<file path="src/rtl/cmp_search_ctrl.sv">
// Binary-search controller for a comparator-only interface. It drives successive guesses
// onto the comparator B operand and narrows [lo, hi] using the GT/EQ/LT flags until the
// hidden A value is found. Inconsistent flags or an exhausted range end the search in ERR.
module cmp_search_ctrl #(
  parameter int unsigned WIDTH = 2
) (
  input  logic             clk,
  input  logic             reset_n,
  input  logic             start,
  input  logic             inGT,
  input  logic             inEQ,
  input  logic             inLT,
  output logic [WIDTH-1:0] outGuess,
  output logic [WIDTH-1:0] outFound,
  output logic [3:0]       outProbes,
  output logic             busy,
  output logic             done,
  output logic             err
);

  typedef enum logic [2:0] {StIdle, StDrive, StCheck, StDone, StErr} state_e;

  state_e           state_q, state_d;
  logic [WIDTH-1:0] lo_q, lo_d;
  logic [WIDTH-1:0] hi_q, hi_d;
  logic [WIDTH-1:0] guess_q, guess_d;
  logic [WIDTH-1:0] found_q, found_d;
  logic [3:0]       probes_q, probes_d;
  logic             busy_q, busy_d;
  logic             done_q, done_d;
  logic             err_q, err_d;
  logic [WIDTH-1:0] mid;
  logic             flags_ok;

  // Sum is formed one bit wider so lo = hi = all-ones cannot wrap.
  assign mid = WIDTH'(({1'b0, lo_q} + {1'b0, hi_q}) >> 1);

  // Odd parity with not all three set means exactly one flag is high.
  assign flags_ok = (inGT ^ inEQ ^ inLT) & ~(inGT & inEQ & inLT);

  assign outGuess  = guess_q;
  assign outFound  = found_q;
  assign outProbes = probes_q;
  assign busy      = busy_q;
  assign done      = done_q;
  assign err       = err_q;

  // State and datapath registers; reset is synchronous and wins over any start.
  always_ff @(posedge clk) begin
    if (!reset_n) begin
      state_q  <= StIdle;
      lo_q     <= '0;
      hi_q     <= '0;
      guess_q  <= '0;
      found_q  <= '0;
      probes_q <= '0;
      busy_q   <= 1'b0;
      done_q   <= 1'b0;
      err_q    <= 1'b0;
    end else begin
      state_q  <= state_d;
      lo_q     <= lo_d;
      hi_q     <= hi_d;
      guess_q  <= guess_d;
      found_q  <= found_d;
      probes_q <= probes_d;
      busy_q   <= busy_d;
      done_q   <= done_d;
      err_q    <= err_d;
    end
  end

  // Next-state and datapath updates; everything holds unless a state changes it.
  always_comb begin
    state_d  = state_q;
    lo_d     = lo_q;
    hi_d     = hi_q;
    guess_d  = guess_q;
    found_d  = found_q;
    probes_d = probes_q;
    busy_d   = busy_q;
    done_d   = done_q;
    err_d    = err_q;

    unique case (state_q)
      StIdle, StDone, StErr: begin
        if (start) begin
          lo_d     = '0;
          hi_d     = '1;
          probes_d = '0;
          busy_d   = 1'b1;
          done_d   = 1'b0;
          err_d    = 1'b0;
          state_d  = StDrive;
        end
      end

      StDrive: begin
        guess_d  = mid;
        probes_d = probes_q + 4'd1;
        state_d  = StCheck;
      end

      StCheck: begin
        if (!flags_ok) begin
          busy_d  = 1'b0;
          err_d   = 1'b1;
          state_d = StErr;
        end else if (inEQ) begin
          found_d = guess_q;
          busy_d  = 1'b0;
          done_d  = 1'b1;
          state_d = StDone;
        end else if (inGT) begin
          // Target above a guess already at the upper bound: range exhausted.
          if (guess_q == hi_q) begin
            busy_d  = 1'b0;
            err_d   = 1'b1;
            state_d = StErr;
          end else begin
            lo_d    = guess_q + WIDTH'(1);
            state_d = StDrive;
          end
        end else begin
          if (guess_q == lo_q) begin
            busy_d  = 1'b0;
            err_d   = 1'b1;
            state_d = StErr;
          end else begin
            hi_d    = guess_q - WIDTH'(1);
            state_d = StDrive;
          end
        end
      end

      default: state_d = StIdle;
    endcase
  end

endmodule

</file>
<file path="config.mk">
export PLATFORM = sky130hd
export DESIGN_NAME = cmp_search_ctrl
export DESIGN_NICKNAME = d
export VERILOG_FILES = /design/src/rtl/cmp_search_ctrl.sv
export SDC_FILE = /design/constraint.sdc
export NUM_CORES = 1
export LEC_CHECK = 0
export ABC_CLOCK_PERIOD_IN_PS = 2150
export CORE_MARGIN = 4
export CORE_UTILIZATION = 30
export CTS_BUF_LIST = sky130_fd_sc_hd__clkbuf_8
export CTS_CLUSTER_DIAMETER = 30
export DETAILED_ROUTE_END_ITERATION = 16
export GPL_TIMING_DRIVEN = 0
export MAX_ROUTING_LAYER = met4
export PLACE_DENSITY_LB_ADDON = 0.1
export SKIP_CTS_REPAIR_TIMING = 1
export SLEW_MARGIN = 20
export SYNTH_ARGS = -nofsm -noshare
export SYNTH_HDL_FRONTEND = slang
export SYNTH_SLANG_ARGS = --single-unit
</file>
<file path="constraint.sdc">
create_clock -name clk -period 2.15 [get_ports clk]
set_input_delay 0.645 -clock clk [delete_from_list [all_inputs] [get_ports clk]]
set_output_delay 0.645 -clock clk [all_outputs]
set_load 0.05 [all_outputs]
</file>
## Word-level counts from Yosys, hierarchy flattened

Cells that the tools add are included.

- Register bits: 18
- Input bits: 6
- Output and inout bits: 11
- Logic and storage cells: 87

- Add/sub/neg operators: 4
- Eq/ne operators: 19
- Multiplexer cells: 38
- Bitwise operators: 6
- Reductions and logical operators: 11

Operators with widths:

| kind | number |
|---|---|
| two-way mux 2 bit | 10 |
| two-way mux 3 bit | 6 |
| inequality test 2 bit (second input constant) | 8 |
| two-way mux 1 bit | 14 |
| AND reduction 6 bit | 2 |
| inequality test 5 bit (second input constant) | 2 |
| case mux 3 bit (3 select lines) | 1 |
| inequality test 4 bit (second input constant) | 2 |
| case mux 2 bit (2 select lines) | 2 |
| case mux 4 bit (2 select lines) | 1 |
| AND reduction 4 bit | 2 |
| equality test 3 x 2 -> 1 bit (second input constant) | 2 |
| case mux 1 bit (2 select lines) | 3 |
| AND reduction 5 bit | 1 |
| adder 4 x 1 -> 4 bit (second input constant) | 1 |
| equality test 2 bit | 2 |
| two-way mux 4 bit | 1 |
| nonzero test 2 bit | 2 |
| adder 2 x 2 -> 3 bit | 1 |
| bitwise AND 1 bit | 3 |
| equality test 3 x 1 -> 1 bit (second input constant) | 1 |
| equality test 3 bit (second input constant) | 1 |
| zero test 3 bit | 1 |
| inequality test 3 bit (second input constant) | 1 |
| other kinds (7) | 8 |

## Depth between registers and ports, before layout

- Depth in word-level cells: 6
- Gate-level depth with buffers: 6

## Least setup slack after synthesis

Ideal clock, no wire load.

- Path type: input -> register
- From: input port inGT
- To: register lo_q[0]
- Library setup time: 0.074 ns
- Arrival: 1.902 ns
- Data required time: 2.076 ns
- Slack: 0.174 ns
- Stages on the path: 6
- Path through: inv_1 ha_1 nor3b_1 o221ai_2 or3_1 a31oi_1

- Word-level cells in the longest chain between the ends: 6
- Elaborated cells between the ends (all ways): 9
- Those cells by class: eq/ne (2); bitwise (6); reduce/logical (1)

RTL lines:

| element | RTL line | RTL |
|---|---|---|
| from (decl) | 10 | `input logic inGT,` |
| bitwise AND 1 bit (2 in series) | 39 | `assign flags_ok = (inGT ^ inEQ ^ inLT) & ~(inGT & inEQ & inLT);` |
| NOT 1 bit | 39 |  |
| bitwise AND 1 bit | 39 |  |
| inequality test 2 bit (no source line) | -- |  |
| AND reduction 6 bit (no source line) (*) | -- |  |
| to (signal assigned) | 62 | `lo_q <= lo_d;` |
| to (decl) | 24 | `logic [WIDTH-1:0] lo_q, lo_d;` |

Mark *: on every way between the ends. The rest lies on a longest branch, timed or not.
A chain may end at the register's enable or synchronous reset.

## Final worst setup path

- From: register probes_q[2] (netlist: outProbes[2])
- To: output port outProbes[2]

RTL lines:

| element | RTL line | RTL |
|---|---|---|
| from (decl) | 28 | `logic [3:0] probes_q, probes_d;` |
| from (signal assigned) | 66 | `probes_q <= probes_d;` |
| to (decl) | 15 | `output logic [3:0] outProbes,` |

No word-level cell between the ends.

==> qor.csv <==
metric,value,unit
antenna violations before repair,0,
post-DP HPWL,1890,microns
Tightest Pin Transition,0.534,ns
Synth async-reset ratio,0,%
Int Pwr,0.000591,W
switching fraction of total power,30.2,%
top post-synthesis cells by count,"dfxtp_1, nand2_1, nor2_1",
Num Clock Sinks,18,
Main synth FF type,dfxtp_1,
min-delay src,done$_SDFFE_PN0P_,
vias in the first global route,869,
final core occ,41.0,%
Setup WS pre-CTS,-0.666,ns
fraction of layout instances using a drive strength above 1,19.3,%
Total Power Consumption,0.000847,W
number of distinct library cells after synthesis,44,
final setup margin,0.0607,ns
NumNets Final,147,
synthesized cell area,1070,sq um
Top Family by Delay on Critical Path,buffers and inverters,
post-synth top area cell,dfxtp_1,
WP data required,1.50,ns
sw power,0.000256,W
"EDFF count, synth",0,
Clock Root Buffer,clkbuf_8,
status,completed,
Final Setup Violations,0,
total of max-cap violations,0,
via count,910,
R2R setup slack,0.61,ns
Syn Area/Cell,9.47,sq um
Critical Path Max Stage Delay,0.82,ns
Critical Path AT,1.44,ns
CP Depth,1,
IO Pins,17,
Crit-path slowest cell,clkdlybuf4s50_1,
hold crit path type,register to register,
Syn Inst Count,113,
H-tree Lvls,1,
routed wire length,2570,microns
Die W,67.7,microns
Final Slew Violations,0,
# rows,21,
critical path type,register to primary output,
Worst setup EP type,primary output,
worst reg2reg path depth,5,
top area cells in the synthesized netlist,"dfxtp_1, ha_1, mux2i_1",
highest clock rate,479,MHz
first-pass GRT wire length,4270,microns
CP Cell Sequence,clkdlybuf4s50_1,
clock share of power,33.5,%
Reg power frac,43.7,%
CTS tree,done,
PwrDens,610,nW/um^2
hold depth,2,
"count leader, synth",dfxtp_1,
worst IR drop on VDD,0.000337,V
crit-path max FO,3,
Final min period,2.09,ns
post-route ant nets,0,
Worst-path clk slew,0.08,ns
reg2reg start,state_q[1]$_SDFFE_PN0N_,
CP Launch Point,outProbes[2]$_SDFFE_PN0P_,
Leak,0.574,nW
final std cells w/o fill,181,
clock latency on the worst-skew pair,0.26,ns
dpl cells,175,
initial core utilization,31.6,%
"Hold Vio Cnt, Final",0,
starting DRC count in detailed routing,28,
ANT cells,0,
CP Buf/Inv Count,1,
post-synthesis sequential area ratio,33.7,%
die height,67.7,microns
core area,3390,sq um
Final Cycle Share,97.2,%
worst slew margin relative to its limit,64.4,%
WL/cell,14.2,microns
Area Growth Syn to Fin,29.9,%
CTS Buffer Depth,2,
GP Congestion,0.809,
Ys Warns,0,
gr ovfl total,0,
syn_nets,124,
Initial DRT Pass Iterations,4,
combinational fraction of design power,22.8,%
GRT Util Overall,13.2,%
#FFs+latches synth,18,
vias per cell,5.03,
Synth top area share,33.7,%
Hold WS,0.484,ns
Total Die Area,4590,sq um
drc violations,0,
CTS buffer count,3,
CP Launch Type,register,
RSZ-0062 raised after global routing,false,
Port Buffers,16,
skew final,0.00933,ns
maximum number of pins on one net before global-route repair,11,
## worst paths after layout
| kind | end |
|---|---|
| min reg2reg | done$_SDFFE_PN0P_ |
| min | done$_SDFFE_PN0P_ |
| max reg2reg | busy$_SDFFE_PN0P_ |
| max | outProbes[2] |
## through the flow
step / TNS (ns) / cell area (sq um)
3_3_place_gp: -6.47 / 1290
5_1_grt: 0 / 1390
3_5_place_dp: -6.66 / 1290
6_report: 0 / 1390
2_1_floorplan: 0 / 1070
4_1_cts: -3.71 / 1340
## cell families after synthesis
group	Yosys count	synth area share [%]
multiplexers	5	4.80
AO/OA/AOI/OAI	28	18.8
buffers and inverters	8	4.33
AND/OR/NAND/NOR	43	25.5
adder cells (fa/ha/maj)	5	6.55
flip-flops	18	33.7
XOR/XNOR	6	6.32
## final cells by class
class / count / area [sq um]
Sequential cell: 18 / 360
Fill cell: 334 / 2000
Timing Repair Buffer: 18 / 173
Clock buffer: 4 / 55.1
Multi-Input combinational cell: 87 / 698
Tap cell: 46 / 57.6
Buffer: 4 / 31.3
Inverter: 4 / 15.0
## flip-flops by register name, indices dropped and copies added, names as in the netlist
| name | flops |
|---|---|
| outProbes | 4 |
| state_q | 3 |
| busy | 1 |
| hi_q | 2 |
| outFound | 2 |
| done | 1 |
| outGuess | 2 |
| err | 1 |
| lo_q | 2 |
## worst min-delay path, cell delays in order, from the launching register on
cell	delay, ns
dfxtp_1	0.31
o21ai_1	0.07
a21oi_1	0.06
## power by group through the flow
| stage | clock network (W) | registers (W) | logic (W) |
|---|---|---|---|
| after floorplan | 0 | 0.000402 | 0.000102 |
| after global placement | 0 | 0.000377 | 0.000184 |
| after detailed placement | 0 | 0.000378 | 0.000186 |
| after CTS | 0.000291 | 0.000370 | 0.000187 |
| after global routing | 0.000311 | 0.000374 | 0.000211 |
| final | 0.000284 | 0.000370 | 0.000193 |
## routing by layer
layer	GRT usage [%]	wire, microns	vias up
li1	-	-	453
met5	-	0	-
met1	15.8	1280	437
met4	3.04	16	0
met3	3.99	93	2
met2	21.7	1180	18
## placed cells by master (no fill, tap or decap), types with 3 or more instances in the layout
cell type,synthesis,routed
xor2_1,4,4
ha_1,4,3
nand2_1,8,8
dlymetal6s2s_1,0,3
nand2b_1,5,5
o21ai_1,3,3
o211ai_1,4,4
dfxtp_1,18,18
inv_1,4,4
clkbuf_8,0,4
a21oi_1,7,7
nor3_1,3,3
nor2_1,8,8
clkdlybuf4s50_1,0,11
mux2i_1,4,4
Power figures use the tool's default switching activity.
==> RTL change: new RTL, same flow settings <==
Change the parameter `WIDTH` from 2 to 4.
--- a/src/rtl/cmp_search_ctrl.sv
+++ b/src/rtl/cmp_search_ctrl.sv
@@ -3,5 +3,5 @@
 // hidden A value is found. Inconsistent flags or an exhausted range end the search in ERR.
 module cmp_search_ctrl #(
-  parameter int unsigned WIDTH = 2
+  parameter int unsigned WIDTH = 4
 ) (
   input  logic             clk,
Interface: changed (resized outFound and outGuess); port bits go from 17 to 21. No check against the original RTL was run, so the function may have changed too.
==> RTL change against the original RTL <==
- area after synthesis rose by 46%
- clock skew decreased by 0.0029 ns
- wire length up 37%
- worst setup slack improved by 0.0014 ns
- final cell count increased by 48%
- design area increased by 36%
- synthesized cell count grew 58%
- sequential cell count grew 8
- first-iteration DRC count rose to 3.1 times the old value
- total power up 45%
- worst hold slack worse by 0.032 ns
- critical endpoint is now outGuess[1]
- largest cell class unchanged
- highest routed layer unchanged
==> RTL change: results (changes against the original RTL) <==
dpl hpwl - 2.67 mm (+42%)
Final Hold Fails - 0 (unchanged)
Int Power - 829 µW (+40%)
CTS max path bufs - 2 (unchanged)
status - finished, final reports clean
largest cells by area after synthesis - dfxtp_1 33%, mux2i_1 7.7%, ha_1 7.2%
input/output buffers - 19 (+3)
Syn Nets - 195 (+57%)
first-pass GRT wire length - 6.11 mm (+43%)
Top delay family on crit path - buffers and inverters
clock skew - 0.00643 ns (-0.00290 ns)
Psw - 401 µW (+56%)
fin crit share - 0.971 (about the same)
NumNets Final - 218 (+48%)
worst slack, placed - -0.791 ns (-0.124 ns)
R2R cell count - 6 (+1)
Max VDD drop - 0.251 mV (-26%)
largest net degree at the start of global routing - 15 (+4)
vias in the first global route - 1278 (+47%)
CP startpoint - outGuess[1]$_SDFFE_PN0P_
end point of the critical path - outGuess[1]
leakage - 0.856 nW (+49%)
GRT Overall Usage - 0.124 (-0.00890)
hold slack - 0.451 ns (-0.0321 ns)
share of layout cells above drive strength 1 - 0.124 (-0.0682)
Comb pwr share - 0.296 (+0.068)
Clock net power - 320 µW (+13%)
vias per cell - 4.74 (-5.7%)
Seq/Total Area, Yosys - 0.334 (-0.00271)
post-synth cell types - 38 (-14%)
Routed wire per std cell - 13.2 µm (-7.2%)
reg2reg setup slack - 0.41 ns (-0.20 ns)
Final GP Congestion - 0.803 (-0.74%)
Slew @ Worst Pin - 0.509 ns (-0.0257 ns)
R2R Path End - state_q[2]$_SDFFE_PN0N_
## RTL change: cell count changes in the layout (fill, tap and decap cells not counted), moves of 4 or more
| cell | unedited run | this run |
|---|---|---|
| a21boi_0 | 0 | 4 |
| a21oi_1 | 7 | 3 |
| buf_2 | 1 | 6 |
| clkbuf_1 | 1 | 5 |
| dfxtp_1 | 18 | 26 |
| ha_1 | 3 | 9 |
| mux2i_1 | 4 | 12 |
| nand2_1 | 8 | 29 |
| nand2b_1 | 5 | 0 |
| nand3_1 | 1 | 10 |
| nor2_1 | 8 | 3 |
| nor2b_1 | 0 | 7 |
| o21ai_0 | 2 | 9 |
| xnor2_1 | 0 | 9 |
## RTL change: layer usage
| layer | part of all wire | vias to the layer above | track usage |
|---|---|---|---|
| met5 | 0 | - | - |
| met4 | 0.0096 | 0 | 0.0253 |
| met3 | 0.029 | 4 | 0.0269 |
| met2 | 0.48 | 12 | 0.212 |
| met1 | 0.48 | 603 | 0.149 |
| li1 | - | 652 | - |
## RTL change: metrics by stage
stage	setup TNS, ns	std cells	instance area [µm²]	util
2_1_floorplan	0	179	1560	-
4_1_cts	-6.77	269	1890	0.387
3_3_place_gp	-11.28	265	1830	0.375
5_1_grt	0	268	1890	0.388
3_5_place_dp	-12.26	265	1830	0.375
6_report	0	268	1890	0.388
## RTL change: logic make-up after synthesis
group,share of synthesized area
AND/OR/NAND/NOR,0.244
AO/OA/AOI/OAI,0.121
flip-flops,0.334
buffers and inverters,0.0538
XOR/XNOR,0.0843
multiplexers,0.0771
adder cells (fa/ha/maj),0.0851
## RTL change: area by class of cell
class | count | area [µm²]
inverter | 8 | 30.0
tap | 67 | 83.8
timing repair buffer | 19 | 193
clock buffer | 4 | 55.1
buffer | 11 | 48.8
multi-input combinational | 133 | 963
sequential | 26 | 520
fill | 518 | 2990
